--- config.mk ---
export PLATFORM = sky130hd
export DESIGN_NAME = dmem_arbiter
export DESIGN_NICKNAME = d
export VERILOG_FILES = /design/src/rtl/dmem_arbiter_pkg.sv /design/src/rtl/dmem_arbiter_rr_arb2.sv /design/src/rtl/dmem_arbiter.sv
export SDC_FILE = /design/constraint.sdc
export NUM_CORES = 1
export LEC_CHECK = 0
export ABC_AREA = 1
export BUFFER_PORTS_ARGS = -buffer_cell sky130_fd_sc_hd__buf_2
export CAP_MARGIN = 0
export CORE_AREA = 4 4 96 98
export DETAILED_ROUTE_END_ITERATION = 10
export DIE_AREA = 0 0 100 102
export GPL_TIMING_DRIVEN = 1
export SYNTH_ARGS = -nofsm -noshare
export SYNTH_HDL_FRONTEND = slang
export SYNTH_SLANG_ARGS = --single-unit
--- constraint.sdc ---
create_clock -name sysclk_i -period 3.2 [get_ports sysclk_i]
set_input_delay 0.48 -clock sysclk_i [delete_from_list [all_inputs] [get_ports sysclk_i]]
set_output_delay 0.48 -clock sysclk_i [all_outputs]
set_load 0.01 [all_outputs]
--- src/rtl/dmem_arbiter_pkg.sv ---
// rtl/dmem_arbiter_pkg.sv - shared port ids, default widths and helpers for the DMEM arbiter
package dmem_arbiter_pkg;

    localparam int DMEM_ADDR_WIDTH_DEF = 12;
    localparam int DMEM_DATA_WIDTH_DEF = 32;
    localparam int LOCK_MAX_DEF        = 16;

    typedef enum logic {
        PORT_CPU = 1'b0,
        PORT_DBG = 1'b1
    } port_e;

    function automatic port_e onehot_to_port(input logic [1:0] oh);
        return oh[1] ? PORT_DBG : PORT_CPU;
    endfunction

endpackage

--- src/rtl/dmem_arbiter_rr_arb2.sv ---
// rtl/dmem_arbiter_rr_arb2.sv - combinational 2-way round-robin pick
module rr_arb2
    import dmem_arbiter_pkg::*;
(
    input  logic [1:0] eligible_i,
    input  port_e      last_winner_i,
    output logic [1:0] winner_o
);

    always_comb begin
        winner_o = 2'b00;
        unique case (eligible_i)
            2'b01:   winner_o = 2'b01;
            2'b10:   winner_o = 2'b10;
            // On a tie the port that did not win last time goes first
            2'b11:   winner_o = (last_winner_i == PORT_CPU) ? 2'b10 : 2'b01;
            default: winner_o = 2'b00;
        endcase
    end

endmodule

--- src/rtl/dmem_arbiter.sv ---
// rtl/dmem_arbiter.sv - round-robin DMEM sharing between CPU and debug port with timed lock
module dmem_arbiter
    import dmem_arbiter_pkg::*;
#(
    parameter int DMEM_ADDR_WIDTH = DMEM_ADDR_WIDTH_DEF,
    parameter int DMEM_DATA_WIDTH = DMEM_DATA_WIDTH_DEF,
    parameter int LOCK_MAX        = LOCK_MAX_DEF
) (
    input  logic                         sysclk_i,
    input  logic                         rst_ni,
    input  logic                         req0_i,
    input  logic                         req1_i,
    input  logic                         we0_i,
    input  logic                         we1_i,
    input  logic                         lock0_i,
    input  logic                         lock1_i,
    input  logic [DMEM_ADDR_WIDTH-1:0]   addr0_i,
    input  logic [DMEM_ADDR_WIDTH-1:0]   addr1_i,
    input  logic [DMEM_DATA_WIDTH-1:0]   wdata0_i,
    input  logic [DMEM_DATA_WIDTH-1:0]   wdata1_i,
    input  logic [DMEM_DATA_WIDTH/8-1:0] wstrb0_i,
    input  logic [DMEM_DATA_WIDTH/8-1:0] wstrb1_i,
    output logic                         gnt0_o,
    output logic                         gnt1_o,
    output logic                         rvalid0_o,
    output logic                         rvalid1_o,
    output logic [DMEM_DATA_WIDTH-1:0]   rdata0_o,
    output logic [DMEM_DATA_WIDTH-1:0]   rdata1_o,
    output logic                         lock_err0_o,
    output logic                         lock_err1_o,
    output logic                         mem_en_o,
    output logic                         mem_we_o,
    output logic [DMEM_ADDR_WIDTH-1:0]   mem_addr_o,
    output logic [DMEM_DATA_WIDTH-1:0]   mem_wdata_o,
    output logic [DMEM_DATA_WIDTH/8-1:0] mem_wstrb_o,
    input  logic [DMEM_DATA_WIDTH-1:0]   mem_rdata_i
);

    localparam int CW = (LOCK_MAX > 2) ? $clog2(LOCK_MAX) : 1;
    // The timeout cycle is the last held cycle, i.e. the one whose increment would reach LOCK_MAX-1
    localparam logic [CW-1:0] TO_CNT = CW'(LOCK_MAX - 2);

    port_e          last_winner_q, last_winner_d;
    port_e          lock_owner_q, lock_owner_d;
    logic           lock_valid_q, lock_valid_d;
    logic [CW-1:0]  lock_cnt_q, lock_cnt_d;
    logic           rd_valid_q, rd_valid_d;
    port_e          rd_owner_q, rd_owner_d;

    logic [1:0] req;
    logic [1:0] owner_mask;
    logic [1:0] eligible;
    logic [1:0] winner;
    logic [1:0] gnt;
    logic       any_gnt;
    port_e      win_port;
    logic       win_we;
    logic       win_lock;
    logic       timeout;
    logic       release_c;
    logic       lock_err;

    assign req        = {req1_i, req0_i};
    assign owner_mask = (lock_owner_q == PORT_DBG) ? 2'b10 : 2'b01;
    assign eligible   = lock_valid_q ? (req & owner_mask) : req;

    rr_arb2 u_rr_arb2 (
        .eligible_i    (eligible),
        .last_winner_i (last_winner_q),
        .winner_o      (winner)
    );

    // No access may reach the RAM while reset is held
    assign gnt      = winner & {2{rst_ni}};
    assign any_gnt  = |gnt;
    assign win_port = onehot_to_port(gnt);
    assign win_we   = (win_port == PORT_DBG) ? we1_i : we0_i;
    assign win_lock = (win_port == PORT_DBG) ? lock1_i : lock0_i;

    assign gnt0_o = gnt[0];
    assign gnt1_o = gnt[1];

    always_comb begin
        mem_en_o    = 1'b0;
        mem_we_o    = 1'b0;
        mem_addr_o  = '0;
        mem_wdata_o = '0;
        mem_wstrb_o = '0;
        if (any_gnt) begin
            mem_en_o = 1'b1;
            mem_we_o = win_we;
            if (win_port == PORT_DBG) begin
                mem_addr_o  = addr1_i;
                mem_wdata_o = wdata1_i;
                mem_wstrb_o = wstrb1_i;
            end else begin
                mem_addr_o  = addr0_i;
                mem_wdata_o = wdata0_i;
                mem_wstrb_o = wstrb0_i;
            end
        end
    end

    // While locked only the owner can be granted, so any grant is an owner access
    assign timeout   = lock_valid_q && (lock_cnt_q == TO_CNT);
    assign release_c = lock_valid_q && any_gnt && !win_lock;
    assign lock_err  = timeout && !release_c;

    assign lock_err0_o = lock_err && (lock_owner_q == PORT_CPU);
    assign lock_err1_o = lock_err && (lock_owner_q == PORT_DBG);

    always_comb begin
        lock_valid_d = lock_valid_q;
        lock_owner_d = lock_owner_q;
        lock_cnt_d   = lock_cnt_q;
        if (!lock_valid_q) begin
            if (any_gnt && win_lock) begin
                lock_valid_d = 1'b1;
                lock_owner_d = win_port;
                lock_cnt_d   = '0;
            end
        end else if (release_c || timeout) begin
            lock_valid_d = 1'b0;
            lock_cnt_d   = '0;
        end else if (any_gnt && win_lock) begin
            lock_cnt_d = '0;
        end else begin
            lock_cnt_d = lock_cnt_q + 1'b1;
        end
    end

    assign last_winner_d = any_gnt ? win_port : last_winner_q;
    assign rd_valid_d    = any_gnt && !win_we;
    assign rd_owner_d    = win_port;

    always_ff @(posedge sysclk_i or negedge rst_ni) begin
        if (!rst_ni) begin
            last_winner_q <= PORT_DBG;
            lock_owner_q  <= PORT_CPU;
            lock_valid_q  <= 1'b0;
            lock_cnt_q    <= '0;
            rd_valid_q    <= 1'b0;
            rd_owner_q    <= PORT_CPU;
        end else begin
            last_winner_q <= last_winner_d;
            lock_owner_q  <= lock_owner_d;
            lock_valid_q  <= lock_valid_d;
            lock_cnt_q    <= lock_cnt_d;
            rd_valid_q    <= rd_valid_d;
            rd_owner_q    <= rd_owner_d;
        end
    end

    assign rvalid0_o = rd_valid_q && (rd_owner_q == PORT_CPU);
    assign rvalid1_o = rd_valid_q && (rd_owner_q == PORT_DBG);
    assign rdata0_o  = rvalid0_o ? mem_rdata_i : '0;
    assign rdata1_o  = rvalid1_o ? mem_rdata_i : '0;

endmodule
==> results by group, run 1 <==
Outcome
  – Outcome: complete, no violations

Clock network
  – H-tree depth: 1
  – Clk_lat worst skew: about 230 ps
  – CTS Buf Count: 3
  – Clk slew on worst S/H paths: 40 ps
  – Post-CTS Hold Buffers: 0
  – CTS tree: built
  – Clock Tree Buf Depth: 2
  – CTS Root Cell: clkbuf_8
  – CTS Sinks: 9
  – CTS resizes: 0
  – # Post-CTS Setup Buffers: 0

Synth
  – Distinct cells, synth: 20
  – Syn Std Cell Area: approximately 1600 µm²
  – Post-synth EDFFs: 0
  – Count leader, synth: nand2_1
  – Count of state elements after synthesis: 9
  – Post-Synthesis Cells: 340
  – Synth top cells by count: nand2_1 (114), nor2_1 (70), a21oi_1 (50)
  – Ys Warns: 0
  – Register area share after synthesis: 13.8%
  – Syn Area/Cell: between 4 and 5 µm²
  – Main flop type after synthesis: dfrtp_1
  – Post-synth net total: 478
  – Top cells by area, synth: nand2_1 (26%), nor2_1 (16%), a21oi_1 (15%)
  – Top cell type's share of synthesized area: 26.1%
  – Largest area contributor in the netlist: nand2_1
  – Ys async rst share: 100%

STA
  – Final setup viols: 0
  – Slew @ Worst Pin: 1020 ps
  – Max frequency: approximately 370 MHz
  – RSZ-0062 raised after global routing: no
  – Fin. Hold Viols: 0
  – Post-route minimum period: 2740 ps
  – Fin crit share: between 80% and 90%
  – Fin Setup TNS: 0 ps
  – Fin. max-slew vios: 0
  – Slew HR: between 30% and 40%
  – Clock Skew: 0.474 ps

Floorplan
  – IO Pins: 256
  – Starting Density: 19.4%
  – Rows: 34
  – Core Region: 8470 µm²
  – Total die area: 10200 µm²
  – Chip width: 100 µm
  – Die Span Y: 102 µm

Setup path
  – Crit-path max FO: 50
  – R2R depth: 8
  – CP Launch Point: lock_valid_q
  – R2r startpoint: lock_valid_q
  – Crit path DAT: 2260 ps
  – Crit. End Element: primary output
  – CP startpoint kind: flip-flop
  – Setup CP Type: reg2out
  – R2R Setup Slk: 1150 ps
  – RR Endpoint: lock_cnt_q[2]
  – WP data required: 2720 ps

Global route
  – Overflow after GRT: 0
  – Vias in the first global route: 2534
  – GRT Total Usage: 13.3%
  – Largest net degree at the start of global routing: 51
  – Global-route wire length before repair: 11.4 mm
  – Antenna violations before repair: 0

Route
  – Total Routed Length: 7.81 mm
  – DRC: 0
  – Via Count: 2901
  – ANT nets after route: 0
  – Drt first pass iters: 4
  – M1 wire length: 2.89 mm
  – Highest metal used: met4
  – Met3 WL: 857 µm
  – Drt wl/cell: 11.4 µm
  – DR iter-0 viols: 61
  – WL met2: 4.01 mm
  – DR vias/cell: between 4 and 5

Finish
  – Share of layout cells above drive strength 1: between 40% and 50%
  – Area delta synth->final: 83.4%
  – Fin util: 35.5%
  – Nets: 719
  – Antenna cells: 0

Placed design
  – Dpl hpwl: 6.49 mm
  – I/O Buffers: between 200 and 300
  – Gp weighted congestion: 0.813

Power and ir drop
  – Leak pwr: 2.13 nW
  – Power density cells: 395 nW/µm²
  – VDD IR max: about 140 µV

Run
  – Max-Cap Viols: 0

Worst hold path
  – Worst min path class: in2async
==> layer usage <==
layer,track usage (%),up-vias
li1,-,1506
met1,15.1,1238
met2,25.7,151
met3,2.25,6
met4,3.21,0
met5,0,-
==> worst max-delay path, cell delays in order, from the launching register on <==
cell and delay, ps:
dfrtp_1 450, nand2_1 110, nand3_2 120, nand3_4 230
inv_2 660, nand2_1 120, a21oi_1 170, buf_2 150
==> sequential cells by signal, indices dropped and copies added, names as in the netlist <==
name,count
last_winner_q,1
lock_cnt_q,4
lock_owner_q,1
lock_valid_q,1
rd_owner_q,1
rd_valid_q,1
==> where the power goes <==
part | leakage [nW] | internal, W | switching, W | total, W
clock | 0.0228 | 0.0000865 | 0.0000421 | 0.000129
combinational | 1.99 | 0.000321 | 0.000528 | 0.000848
sequential | 0.114 | 0.000162 | 0.0000481 | 0.000210
total | 2.13 | 0.000569 | 0.000618 | 0.00119
==> worst max path at each step <==
stage | endpoint | slack, ps | depth (start not counted)
3_5_place_dp | mem_wdata_o[7] | 520 | 6
2_1_floorplan | mem_addr_o[0] | 1370 | 7
4_1_cts | mem_wdata_o[7] | 400 | 7
3_3_place_gp | mem_addr_o[9] | 590 | 6
6_report | mem_wdata_o[7] | 460 | 7
5_1_grt | mem_wdata_o[12] | 200 | 7
==> area by class of cell <==
type                       count  area, µm²
clock buffer                   4       45.0
timing repair buffer         257       1290
multi-input combinational    260       1120
tap                          108        135
sequential                     9        226
inverter                      50        188
fill                         974       5460
==> cells by family (layout without fill, tap and decap cells) <==
logic type | after synthesis | after routing | share of synthesized area [%]
and+or+nand+nor | 198 | 198 | 47.6
AOI/OAI and AO/OA | 58 | 58 | 18.2
xor gates and xnor gates | 2 | 2 | 1.07
adders and majority gates | 2 | 2 | 1.53
buffers and inverters | 71 | 311 | 17.8
DFF | 9 | 9 | 13.8
==> layout by cell type, fill, tap and decap left out <==
master	count
clkbuf_8	3
inv_1	47
nand3_1	10
ha_1	2
clkbuf_1	1
o21ai_0	6
o21bai_1	1
inv_2	3
a21oi_1	50
xor2_1	2
nand2_1	114
dfrtp_1	8
a21boi_2	1
nand3_4	1
nand3_2	1
dfstp_2	1
buf_4	2
nand4_1	2
nor2_1	70
buf_2	255
==> through the flow <==
step	worst slack [ps]	instances	power [W]	hold slack [ps]	cell area [µm²]
2_1_floorplan	1370	340	0.000734	184	1640
4_1_cts	396	688	0.00121	129	3010
3_5_place_dp	516	684	0.00107	377	2960
6_report	462	688	0.00119	128	3010
5_1_grt	204	688	0.00133	131	3010
3_3_place_gp	588	684	0.00106	373	2960
Power figures use the tool's default switching activity.
==> run 2: changes to the inputs <==
CORE_AREA = 4 4 98 100   (was 4 4 96 98)
DIE_AREA = 0 0 102 104   (was 0 0 100 102)
==> results by group, run 2 (synthesized netlist as in run 1, its figures left out) <==
Outcome
  – Outcome: complete, no violations (unchanged)

Run
  – Max-Cap Viols: 0 (unchanged)

STA
  – Fin crit share: 79.9% (was 85.6%)
  – RSZ-0062 raised after global routing: no (unchanged)
  – Final setup margin: 643 ps (was 462 ps)
  – Slew HR: 30.8% (was 31.5%)
  – Fin Setup TNS: 0 ps (unchanged)
  – Post-route minimum period: 2560 ps (was 2740 ps)
  – Final setup viols: 0 (unchanged)
  – Fin. max-slew vios: 0 (unchanged)
  – Fin. Hold Viols: 0 (unchanged)
  – Slew @ Worst Pin: 1040 ps (was 1020 ps)
  – Max frequency: 391 MHz (was 365 MHz)
  – Clock Skew: 3.50 ps (was 0.474 ps)

Finish
  – Antenna cells: 0 (unchanged)
  – Design area: 3020 µm² (was 3010 µm²)
  – Top reg by flops: lock_cnt_q (unchanged)
  – Fin util: 34.8% (was 35.5%)
  – Share of layout cells above drive strength 1: 46.2% (was 46.0%)
  – Nets: 721 (was 719)
  – Largest register FFs: 4 (unchanged)
  – Area delta synth->final: 84.3% (was 83.4%)
  – Commonest non-fill, non-tap cell in the layout: buf_2 (unchanged)
  – Most frequent cells in the layout: buf_2 (255), nand2_1 (114), nor2_1 (70) (unchanged)

Placed design
  – Dpl hpwl: 6.88 mm (was 6.49 mm)
  – Placed inst area: 2980 µm² (was 2960 µm²)
  – Gp weighted congestion: 0.817 (was 0.813)
  – I/O Buffers: 255 (unchanged)
  – Worst slack, placed: 766 ps (was 516 ps)

Global route
  – Overflow after GRT: 0 (unchanged)
  – Global-route wire length before repair: 11.8 mm (was 11.4 mm)
  – GRT Total Usage: 13.1% (was 13.3%)
  – Largest net degree at the start of global routing: 50 (was 51)
  – Vias in the first global route: 2605 (was 2534)
  – Antenna violations before repair: 0 (unchanged)

Setup path
  – CP startpoint kind: flip-flop (unchanged)
  – WP data required: 2720 ps (about the same)
  – Setup CP Type: reg2out (unchanged)
  – CP Launch Point: lock_valid_q (unchanged)
  – Crit. End Element: primary output (unchanged)
  – Crit path DAT: 2080 ps (was 2260 ps)
  – R2r startpoint: lock_valid_q (unchanged)
  – Crit-path max FO: 41 (was 50)

Floorplan
  – IO Pins: 256 (unchanged)
  – Chip width: 102 µm (was 100 µm)
  – Die Span Y: 104 µm (was 102 µm)
  – Starting Density: 18.9% (was 19.4%)
  – Core Region: 8680 µm² (was 8470 µm²)
  – Rows: 34 (unchanged)
  – Total die area: 10600 µm² (was 10200 µm²)

Clock network
  – # Post-CTS Setup Buffers: 0 (unchanged)
  – CTS Root Cell: clkbuf_8 (unchanged)
  – Clk slew on worst S/H paths: 40 ps (about the same)
  – Clk_lat worst skew: 230 ps (about the same)
  – H-tree depth: 1 (unchanged)
  – CTS tree: built (unchanged)
  – CTS Sinks: 9 (unchanged)
  – CTS Buf Count: 3 (unchanged)
  – Clock Tree Buf Depth: 2 (unchanged)
  – CTS resizes: 0 (unchanged)
  – Post-CTS Hold Buffers: 0 (unchanged)

Route
  – Via Count: 2863 (was 2901)
  – ANT nets after route: 0 (unchanged)
  – DR vias/cell: 4.15 (was 4.22)
  – DRC: 0 (unchanged)
  – Total Routed Length: 8.05 mm (was 7.81 mm)
  – Drt first pass iters: 4 (unchanged)
  – DR iter-0 viols: 68 (was 61)
  – Drt wl/cell: 11.7 µm (was 11.4 µm)

Power and ir drop
  – Leak pwr: 2.14 nW (was 2.13 nW)
  – Power density cells: 396 nW/µm² (was 395 nW/µm²)
  – VDD IR max: 124 µV (was 143 µV)

Worst hold path
  – Worst min path class: in2async (unchanged)
## run 2: power by group
group | internal [W] | leakage, nW | switching, W | total (W)
combinational | 0.000327 | 2.00 | 0.000530 | 0.000857
sequential | 0.000162 | 0.114 | 0.0000473 | 0.000209
clock | 0.0000866 | 0.0228 | 0.0000432 | 0.000130
## run 2: final timing paths
check | end | cells after the start | slack [ps]
max | lock_err1_o | 9 | 640
min | lock_cnt_q[3] | 1 | 130
max reg2reg | lock_cnt_q[0] | 8 | 1230
min reg2reg | last_winner_q | 2 | 490
max in group asynchronous | last_winner_q | 1 | 2800
min in group sysclk_i | last_winner_q | 2 | 490
## run 2: final cells by class
class,instances,area (µm²)
sequential,9,226
multi-input combinational,260,1120
inverter,50,188
fill,1000,5660
timing repair buffer,259,1310
tap,108,135
clock buffer,4,45.0
## run 2: layer usage
layer	part of all wire (%)	vias to the layer above	wire length, µm	GRT usage (%)
met1	37	1189	2970	13.6
met2	51	157	4100	26.3
met3	11	7	859	2.15
met5	0	-	0	0
li1	-	1510	-	-
met4	1.5	0	124	3.00
## run 2: critical path, cell delays in order, from the launching register on
cell,delay (ps)
dfrtp_1,440
nand2_1,120
nand3_2,120
nand3_4,200
buf_4,380
nand2_1,120
nand3_1,110
nand2_1,70
nor2_1,120
buf_2,150
## run 2: stage by stage
step | cells | hold slack (ps) | power, W
finish | 690 | 125 | 0.00120
detailed placement | 686 | 382 | 0.00108
global route | 690 | 139 | 0.00133
CTS | 690 | 133 | 0.00122
floorplan | 340 | 184 | 0.000734
global placement | 686 | 373 | 0.00107
==> run 3: changes to the inputs <==
ABC_AREA = 0   (was 1)
CORE_AREA = 4 4 107 83   (was 4 4 98 100)
DIE_AREA = 0 0 111 87   (was 0 0 102 104)
clock period = 2.5 ns   (was 3.2 ns; I/O delays follow)
==> results by group, run 3 <==
Setup path
  – CP startpoint kind: flip-flop (unchanged)
  – CP Launch Point: lock_valid_q (unchanged)
  – Crit-path max FO: 31 (was 41)
  – R2r startpoint: lock_valid_q (unchanged)
  – Setup CP Type: reg2out (unchanged)
  – Crit path DAT: 1880 ps (was 2080 ps)
  – Crit. End Element: primary output (unchanged)
  – WP data required: 2120 ps (was 2720 ps)
  – R2R depth: 5 (was 8)

Clock network
  – CTS Buf Count: 3 (unchanged)
  – Clock Tree Buf Depth: 2 (unchanged)
  – Clk_lat worst skew: 230 ps (about the same)
  – CTS resizes: 0 (unchanged)
  – CTS Sinks: 9 (unchanged)
  – Post-CTS Hold Buffers: 0 (unchanged)
  – CTS Root Cell: clkbuf_8 (unchanged)
  – # Post-CTS Setup Buffers: 0 (unchanged)
  – H-tree depth: 1 (unchanged)
  – CTS tree: built (unchanged)
  – Clk slew on worst S/H paths: 50 ps (was 40 ps)

Floorplan
  – Die Span Y: 87 µm (was 104 µm)
  – Rows: 28 (was 34)
  – Total die area: 9660 µm² (was 10600 µm²)
  – IO Pins: 256 (unchanged)
  – Starting Density: 22.6% (was 18.9%)
  – Core Region: 7810 µm² (was 8680 µm²)
  – Chip width: 111 µm (was 102 µm)

Synth
  – Post-Synthesis Cells: 300 (was 340)
  – Synth top cells by count: nand2_1 (99), a21oi_1 (50), and2_1 (35) (was nand2_1 (114), nor2_1 (70), a21oi_1 (50))
  – Top cell type's share of synthesized area: 21.0% (was 26.1%)
  – Syn Area/Cell: 5.89 µm² (was 4.82 µm²)
  – Largest area contributor in the netlist: nand2_1 (unchanged)
  – Post-synth EDFFs: 0 (unchanged)
  – Post-synth net total: 438 (was 478)
  – Count leader, synth: nand2_1 (unchanged)
  – Top cells by area, synth: nand2_1 (21%), a21oi_1 (14%), and2_1 (12%) (was nand2_1 (26%), nor2_1 (16%), a21oi_1 (15%))
  – Count of state elements after synthesis: 9 (unchanged)
  – Distinct cells, synth: 37 (was 20)
  – Main flop type after synthesis: dfrtp_1 (unchanged)
  – Ys async rst share: 100% (unchanged)
  – Syn Std Cell Area: 1770 µm² (was 1640 µm²)
  – Register area share after synthesis: 12.8% (was 13.8%)
  – Ys Warns: 0 (unchanged)

Finish
  – Filler cell count: 832 (was 1000)
  – Fin util: 40.7% (was 34.8%)
  – Most frequent cells in the layout: buf_2 (255), nand2_1 (99), a21oi_1 (50) (was buf_2 (255), nand2_1 (114), nor2_1 (70))
  – Post-Layout Cell Count: 645 (was 690)
  – Design area: 3180 µm² (was 3020 µm²)
  – Largest register FFs: 4 (unchanged)
  – Nets: 679 (was 721)
  – Commonest non-fill, non-tap cell in the layout: buf_2 (unchanged)
  – Area delta synth->final: 79.7% (was 84.3%)
  – Antenna cells: 0 (unchanged)
  – Share of layout cells above drive strength 1: 51.3% (was 46.2%)
  – Top reg by flops: lock_cnt_q (unchanged)

Placed design
  – I/O Buffers: 255 (unchanged)
  – Placed inst area: 3130 µm² (was 2980 µm²)
  – Inst Count DP: 641 (was 686)
  – Dpl hpwl: 7.59 mm (was 6.88 mm)
  – Gp weighted congestion: 0.997 (was 0.817)

STA
  – Slew @ Worst Pin: 551 ps (was 1040 ps)
  – Max frequency: between 400 and 500 MHz
  – Slew HR: 63.2% (was 30.8%)
  – Final setup viols: 0 (unchanged)
  – Fin Setup TNS: 0 ps (unchanged)
  – Clock Skew: 3.28 ps (was 3.50 ps)
  – Post-route minimum period: 2250 ps
  – Fin crit share: 90.1%
  – Fin. max-slew vios: 0 (unchanged)
  – Fin. Hold Viols: 0 (unchanged)
  – RSZ-0062 raised after global routing: no (unchanged)

Global route
  – Largest net degree at the start of global routing: 46 (was 50)
  – Overflow after GRT: 0 (unchanged)
  – Antenna violations before repair: 0 (unchanged)
  – GRT Total Usage: 17.0% (was 13.1%)
  – Global-route wire length before repair: 13.8 mm (was 11.8 mm)
  – Vias in the first global route: 2691 (was 2605)

Worst hold path
  – Worst min path class: in2async (unchanged)

Route
  – Highest metal used: met4 (unchanged)
  – ANT nets after route: 0 (unchanged)
  – Total Routed Length: 9.08 mm (was 8.05 mm)
  – Drt wl/cell: 14.1 µm (was 11.7 µm)
  – Met3 WL: 580 µm (was 859 µm)
  – WL met2: 4.53 mm (was 4.10 mm)
  – Drt first pass iters: 4 (unchanged)
  – DR vias/cell: 4.49 (was 4.15)
  – Via Count: 2896 (was 2863)
  – DR iter-0 viols: 215 (was 68)
  – M1 wire length: 3.83 mm (was 2.97 mm)
  – DRC: 0 (unchanged)

Power and ir drop
  – VDD IR max: 192 µV (was 124 µV)
  – Leak pwr: 2.10 nW (was 2.14 nW)
  – Power density cells: 485 nW/µm² (was 396 nW/µm²)
  – Power, Total: 0.00154 W (was 0.00120 W)

Run
  – Max-Cap Viols: 0 (unchanged)

Outcome
  – Outcome: complete, no violations (unchanged)
[run 3: stage by stage]
step           setup WS, ps  hold slack [ps]
2_1_floorplan           714             79.4
6_report                248              126
3_5_place_dp            352              373
5_1_grt                34.2              130
4_1_cts                 157              123
3_3_place_gp            407              366
[run 3: kinds of logic (layout without fill, tap and decap cells)]
kind of cell | after synthesis | in the layout | share of synthesized area, %
buffers and inverters | 34 | 274 | 9.98
xor gates and xnor gates | 1 | 1 | 0.495
muxes | 2 | 2 | 1.13
adders and majority gates | 2 | 2 | 1.42
and+or+nand+nor | 186 | 186 | 52.5
DFF | 9 | 9 | 12.8
AOI/OAI and AO/OA | 66 | 66 | 21.7
[run 3: area by class of cell]
| class | instances | area (µm²) | area share [%] |
|---|---|---|---|
| inverter | 6 | 25.0 | 0.788 |
| timing repair buffer | 264 | 1380 | 43.5 |
| sequential | 9 | 228 | 7.17 |
| clock buffer | 4 | 45.0 | 1.42 |
| multi-input combinational | 257 | 1370 | 43.0 |
| tap | 105 | 131 | 4.14 |
[run 3: final timing paths]
check	end	slack [ps]
worst max register to register	rd_valid_q	960
worst min-delay path	lock_valid_q	130
max in group asynchronous	lock_owner_q	2230
worst min register to register	lock_cnt_q[0]	580
min in group sysclk_i	lock_owner_q	450
worst max-delay path	mem_wdata_o[21]	250
[run 3: critical path, stage by stage, from the launching register on]
cell      delay (ps)
dfrtp_1          450
nand3b_4         180
nand3_2          210
inv_4            180
buf_12           190
nand2_1           70
a21oi_1          180
buf_2            170
[run 3: power breakdown]
group | leakage [nW] | internal (W) | total (W) | switching (W)
registers | 0.111 | 0.000208 | 0.000285 | 0.0000769
clock network | 0.0228 | 0.000111 | 0.000169 | 0.0000578
logic | 1.96 | 0.000470 | 0.00109 | 0.000617
[run 3: routing by layer]
layer  global-route usage [%]  up-vias
met5                        0        -
met4                     4.47        0
met3                     3.19       12
met2                     29.2      128
met1                     21.9     1279
li1                         -     1477
